### config.mk
export PLATFORM = sky130hd
export DESIGN_NAME = load_store_unit
export DESIGN_NICKNAME = d
export VERILOG_FILES = /design/src/rtl/load_store_unit.sv
export SDC_FILE = /design/constraint.sdc
export NUM_CORES = 1
export LEC_CHECK = 0
export CORE_ASPECT_RATIO = 1.4
export CORE_MARGIN = 2
export CORE_UTILIZATION = 41
export DETAILED_ROUTE_END_ITERATION = 12
export GPL_TIMING_DRIVEN = 0
export HOLD_SLACK_MARGIN = 0.1
export PLACE_DENSITY_LB_ADDON = 0.1
export SETUP_SLACK_MARGIN = 0.02
export SLEW_MARGIN = 15
export SYNTH_ARGS = -nofsm -noshare
export SYNTH_HDL_FRONTEND = slang
export SYNTH_SLANG_ARGS = --single-unit
### constraint.sdc
create_clock -name clk -period 1.6 [get_ports clk]
set_clock_uncertainty 0.2 [all_clocks]
set_input_delay 0.32 -clock clk [delete_from_list [all_inputs] [get_ports clk]]
set_output_delay 0.32 -clock clk [all_outputs]
set_load 0.01 [all_outputs]
### src/rtl/load_store_unit.sv
// load_store_unit: memory-stage sequencer for a 16-bit little-endian data memory; byte stores run as read-modify-write.
// Define LSU_MISALIGN_TRAP_EN to fault misaligned word accesses instead of performing them.
module load_store_unit #(
    parameter int ADDR_W = 16,
    parameter int DATA_W = 16,
    parameter int RD_W   = 3
) (
    input  logic              clk,
    input  logic              reset_n,
    input  logic              reqValid,
    output logic              reqReady,
    input  logic              reqWrite,
    input  logic [1:0]        reqSize,
    input  logic [ADDR_W-1:0] reqAddr,
    input  logic [DATA_W-1:0] reqWData,
    input  logic [RD_W-1:0]   reqRd,
    output logic              respValid,
    output logic [DATA_W-1:0] respData,
    output logic [RD_W-1:0]   respRd,
    output logic              respErr,
    output logic              memWrEnable,
    output logic              memRdEnable,
    output logic [1:0]        memNumberOfByte,
    output logic [ADDR_W-1:0] memAddress,
    output logic [DATA_W-1:0] memIn,
    input  logic [DATA_W-1:0] memOut
);
    typedef enum logic [2:0] {IDLE, LD_RD, LD_CAP, RESP, ST_WR, RMW_RD, RMW_CAP, RMW_WR} state_t;
    state_t            state_q, state_d;
    logic [ADDR_W-1:0] addr_q;
    logic [DATA_W-1:0] wdata_q, merge_q, resp_data_q, load_ext;
    logic [1:0]        size_q, size_n;
    logic [RD_W-1:0]   rd_q, resp_rd_q;
    logic              resp_err_q, accept, trap;

    assign size_n   = (reqSize == 2'b11) ? 2'b00 : reqSize;
    assign reqReady = (state_q == IDLE) & reset_n;
    assign accept   = reqValid & reqReady;
`ifdef LSU_MISALIGN_TRAP_EN
    assign trap = accept & (size_n == 2'b00) & reqAddr[0];
`else
    assign trap = 1'b0;
`endif

    always_comb begin
        state_d = state_q;
        case (state_q)
            IDLE:    if (accept) state_d = trap ? RESP : !reqWrite ? LD_RD : (size_n == 2'b00) ? ST_WR : RMW_RD;
            LD_RD:   state_d = LD_CAP;
            LD_CAP:  state_d = RESP;
            RMW_RD:  state_d = RMW_CAP;
            RMW_CAP: state_d = RMW_WR;
            default: state_d = IDLE;
        endcase
    end

    // Byte loads extend the low byte here so the result never depends on how the memory fills the upper byte.
    assign load_ext = (size_q == 2'b01) ? {{(DATA_W-8){1'b0}}, memOut[7:0]} :
                      (size_q == 2'b10) ? {{(DATA_W-8){memOut[7]}}, memOut[7:0]} : memOut;

    assign memRdEnable     = reset_n & ((state_q == LD_RD) | (state_q == RMW_RD));
    assign memWrEnable     = reset_n & ((state_q == ST_WR) | (state_q == RMW_WR));
    assign memNumberOfByte = (state_q == LD_RD) ? size_q : 2'b00;
    assign memAddress      = (state_q == IDLE) ? '0 : addr_q;
    assign memIn           = (state_q == ST_WR) ? wdata_q : (state_q == RMW_WR) ? merge_q : '0;
    assign respValid       = (state_q == RESP);
    assign respData        = resp_data_q;
    assign respRd          = resp_rd_q;
    assign respErr         = resp_err_q;

    always_ff @(posedge clk) begin
        if (!reset_n) begin
            state_q     <= IDLE;
            addr_q      <= '0;
            wdata_q     <= '0;
            size_q      <= '0;
            rd_q        <= '0;
            merge_q     <= '0;
            resp_data_q <= '0;
            resp_rd_q   <= '0;
            resp_err_q  <= 1'b0;
        end else begin
            state_q <= state_d;
            if (accept) begin
                addr_q  <= reqAddr;
                wdata_q <= reqWData;
                size_q  <= size_n;
                rd_q    <= reqRd;
            end
            if (trap) begin
                resp_data_q <= '0;
                resp_rd_q   <= reqRd;
                resp_err_q  <= 1'b1;
            end
            if (state_q == LD_CAP) begin
                resp_data_q <= load_ext;
                resp_rd_q   <= rd_q;
                resp_err_q  <= 1'b0;
            end
            if (state_q == RMW_CAP) merge_q <= {memOut[DATA_W-1:8], wdata_q[7:0]};
        end
    end
endmodule

==> qor.yml <==
power_and_ir_drop:
  comb_power_share_pct: 30.4
  power.density_nw_per_um2: 962.4
  netSwitchingPower_mw: 1.563
  sw_frac_of_total_pct: 28.90
  power_leakage_nw: 2.251
  p_seq_share_pct: 38.7
  p_clk_share_pct: 30.9
  p_int_mw: 3.847
  ir_drop_mv: 0.5803
timing:
  hold_viol: 0
  fmaxAchievable_mhz: 468.9
  rsz0062_at_grt: "yes"
  period_share_pct: 133.3
  relSlewSlack_pct: 43.17
  finalSetupViolCount: 93
  layout_setup_ws_ns: -0.5326
  fin_crit_ns: 2.133
  final.setup.tns_ns: -23.39
  worstMarginPinSlew_ns: 0.8525
  finalMaxSlewViolations: 0
setup_path:
  critical_path_buf_inv_count: 3
  cp_slowest_cell: "dfxtp_4"
  critPathArrivalTime_ns: 1.61
  cp_top_family: "buffers and inverters"
  cpPeakStageDelay_ns: 0.37
  cp_max_fo: 5
  end_kind: "output port"
  cp.required_ns: 1.08
  crit_type: "flip-flop to output port"
  cp-start-kind: "flip-flop"
  crit_chain: "buf_12 -> nor2_4 -> buf_6 -> a22oi_1 -> nor2_1 -> buf_2"
finish:
  nets: 617
  syn_to_final_growth_pct: 69.23
  drive_gt1_share_pct: 36.94
  antenna_cells: 0
route:
  first_iter_violations: 146
  drt-total-wl_um: 11020
  drcViolationCount: 0
  via_per_inst: 5.220
  ant_nets: 0
  num_vias: 3461
  first_pass_iters: 4
  wl_per_cell_um: 16.62
synth:
  ys_ff_latch: 75
  synth_top_area_cell: "dfxtp_1"
  ys_seq_area_share_pct: 45.20
  syn_area_per_cell_um2: 8.284
  ys_warn_count: 0
  syn_nets: 460
  synth_top_area_share_pct: 45.20
  syn_inst: 401
  synth.area.top_cells: "dfxtp_1, nand2_1, nand3_1, a22oi_1, nor2b_1"
  yosysUniqueCellTypes: 39
  syn_area_um2: 3322
floorplan:
  die_x_um: 80.08
  rows: 38
  core-area_um2: 7797
  die_area_um2: 8849
  initial_core_util_pct: 42.60
  die_h_um: 110.5
  io_pins: 115
clock_network:
  insertion_delay_ns: 0.35
  cts_tree: "yes"
  cts_hold_buf: 0
  numCtsBuffers: 9
  h-tree-depth: 3
  cts.sinks: 75
  cts.path.max_buffers: 2
  clk_pin_slew_ns: 0.08
  cts-root-buf: "clkbuf_8"
global_route:
  grt_pass1_wl_um: 16860
  grt_overflow: 0
  globalRouteTotalUtil_pct: 23.89
  antenna_found_initial: 0
  grt_pass1_vias: 3486
  grt_max_degree: 13
placed_design:
  pre_cts_ws_ns: -0.7166
  place.gp.congestion: 0.8203
  dp_hpwl_um: 6518
  io_buffers: 112
run_status:
  status: "finished, violations left"
  violations: "setup timing"
worst_hold_path:
  hold_class: "flip-flop to flip-flop"
job:
  max_cap_violations: 0
cell families after synthesis:
logic type / share of synthesized area (%)
buf+inv: 7.194
other cells: 0.1129
fa+ha+maj: 0.7532
simple gates: 27.42
compound gates: 19.06
xor+xnor: 0.2637
flops: 45.20
what timing repair did:
item,in CTS,in global routing
resized for setup,264,97
pin swaps,28,66
buffers inserted,31,5
gates cloned,9,1
endpoints found under the hold margin,0,0
endpoints found under the setup margin,102,104
cells in the mapped netlist:
library cell / number
clkinv_1: 1
or3b_4: 1
ha_1: 2
a31oi_1: 1
buf_4: 7
buf_6: 7
o21ai_1: 21
a32oi_1: 1
xor2_1: 1
a21boi_1: 13
and3b_1: 3
o2bb2ai_1: 8
and3_1: 1
and2_1: 3
nor2b_1: 17
a21oi_1: 8
and2_4: 1
dfxtp_1: 75
nor3b_1: 1
nand2b_1: 2
nand3b_4: 1
nand3_1: 37
conb_1: 1
nor4bb_1: 2
buf_2: 7
nand3_2: 1
inv_1: 2
clkbuf_2: 1
nand2_1: 93
o21ai_0: 16
buf_1: 2
nor2_1: 17
nor3b_4: 1
clkbuf_1: 13
nor2_2: 1
nor3_4: 1
a22oi_1: 16
nor4b_4: 1
a21boi_0: 14
stage by stage:
step                      utilization, %  hold WS (ns)  area (um2)  std cells  power (mW)
after detailed placement           59.05        0.2347        4604        613       3.122
after global routing               72.10        0.2700        5622        663       5.620
after global placement             59.05        0.2318        4604        613       3.104
after CTS                          68.00        0.2467        5303        668       5.245
after floorplan                        -        0.2238        3358        401       2.691
final                              72.10        0.2510        5622        663       5.410
sequential cells by signal (all words and copies together), names as in the netlist:
signal / cells
addr_q: 16
merge_q: 16
rd_q: 3
respData: 16
respRd: 3
size_q: 2
state_q: 3
wdata_q: 16
routing by layer:
layer | up-vias | part of all wire, % | global-route usage (%)
li1 | 1666 | - | -
met1 | 1647 | 38 | 27.75
met2 | 120 | 53 | 41.06
met3 | 28 | 6.2 | 5.719
met4 | 0 | 3.2 | 9.944
met5 | - | 0 | 0
path summary, 6_finish.rpt:
kind,startpoint,endpoint,slack (ns),cells past startpoint
worst max-delay path,state_q[1],memIn[8],-0.53,6
worst min-delay path,respData[7],respData[7],0.25,2
worst max register to register,state_q[2],wdata_q[5],-0.26,8
worst min register to register,respData[7],respData[7],0.25,2
power groups by stage:
stage	logic, mW	registers, mW	clock network (mW)
after floorplan	0.574	2.12	0
after global placement	0.984	2.12	0
after detailed placement	0.996	2.13	0
after CTS	1.48	2.08	1.68
after global routing	1.75	2.11	1.77
final	1.64	2.09	1.67
cell type report:
class | count | area, um2
buffer | 33 | 290.3
clock buffer | 12 | 155.1
clock inverter | 4 | 72.57
fill | 619 | 2176
inverter | 3 | 23.77
multi-input combinational | 286 | 2038
sequential | 75 | 1510
tap | 100 | 125.1
timing repair buffer | 150 | 1406
worst reg2reg max path: stages (launching register included):
cell	delay, ns
dfxtp_2	0.33
buf_6	0.13
buf_6	0.13
nor4b_4	0.34
buf_4	0.20
buf_8	0.14
buf_6	0.13
nand3_4	0.09
o21ai_2	0.10
cell usage in the layout, fill, tap and decap left out, drive strengths merged, types with 2 or more instances in the layout:
master          n
a21boi         27
a21oi           8
a22oi          16
and2            4
and3b           3
buf            96
bufinv          2
clkbuf         25
clkdlybuf4s50  55
clkinv          2
dfxtp          75
dlygate4sd2    19
ha              2
inv             2
nand2          93
nand2b          2
nand3          38
nor2           18
nor2b          17
nor3b           2
nor4bb          2
o21ai          37
o2bb2ai         8
No activity file was read; power rests on OpenSTA's default activity.
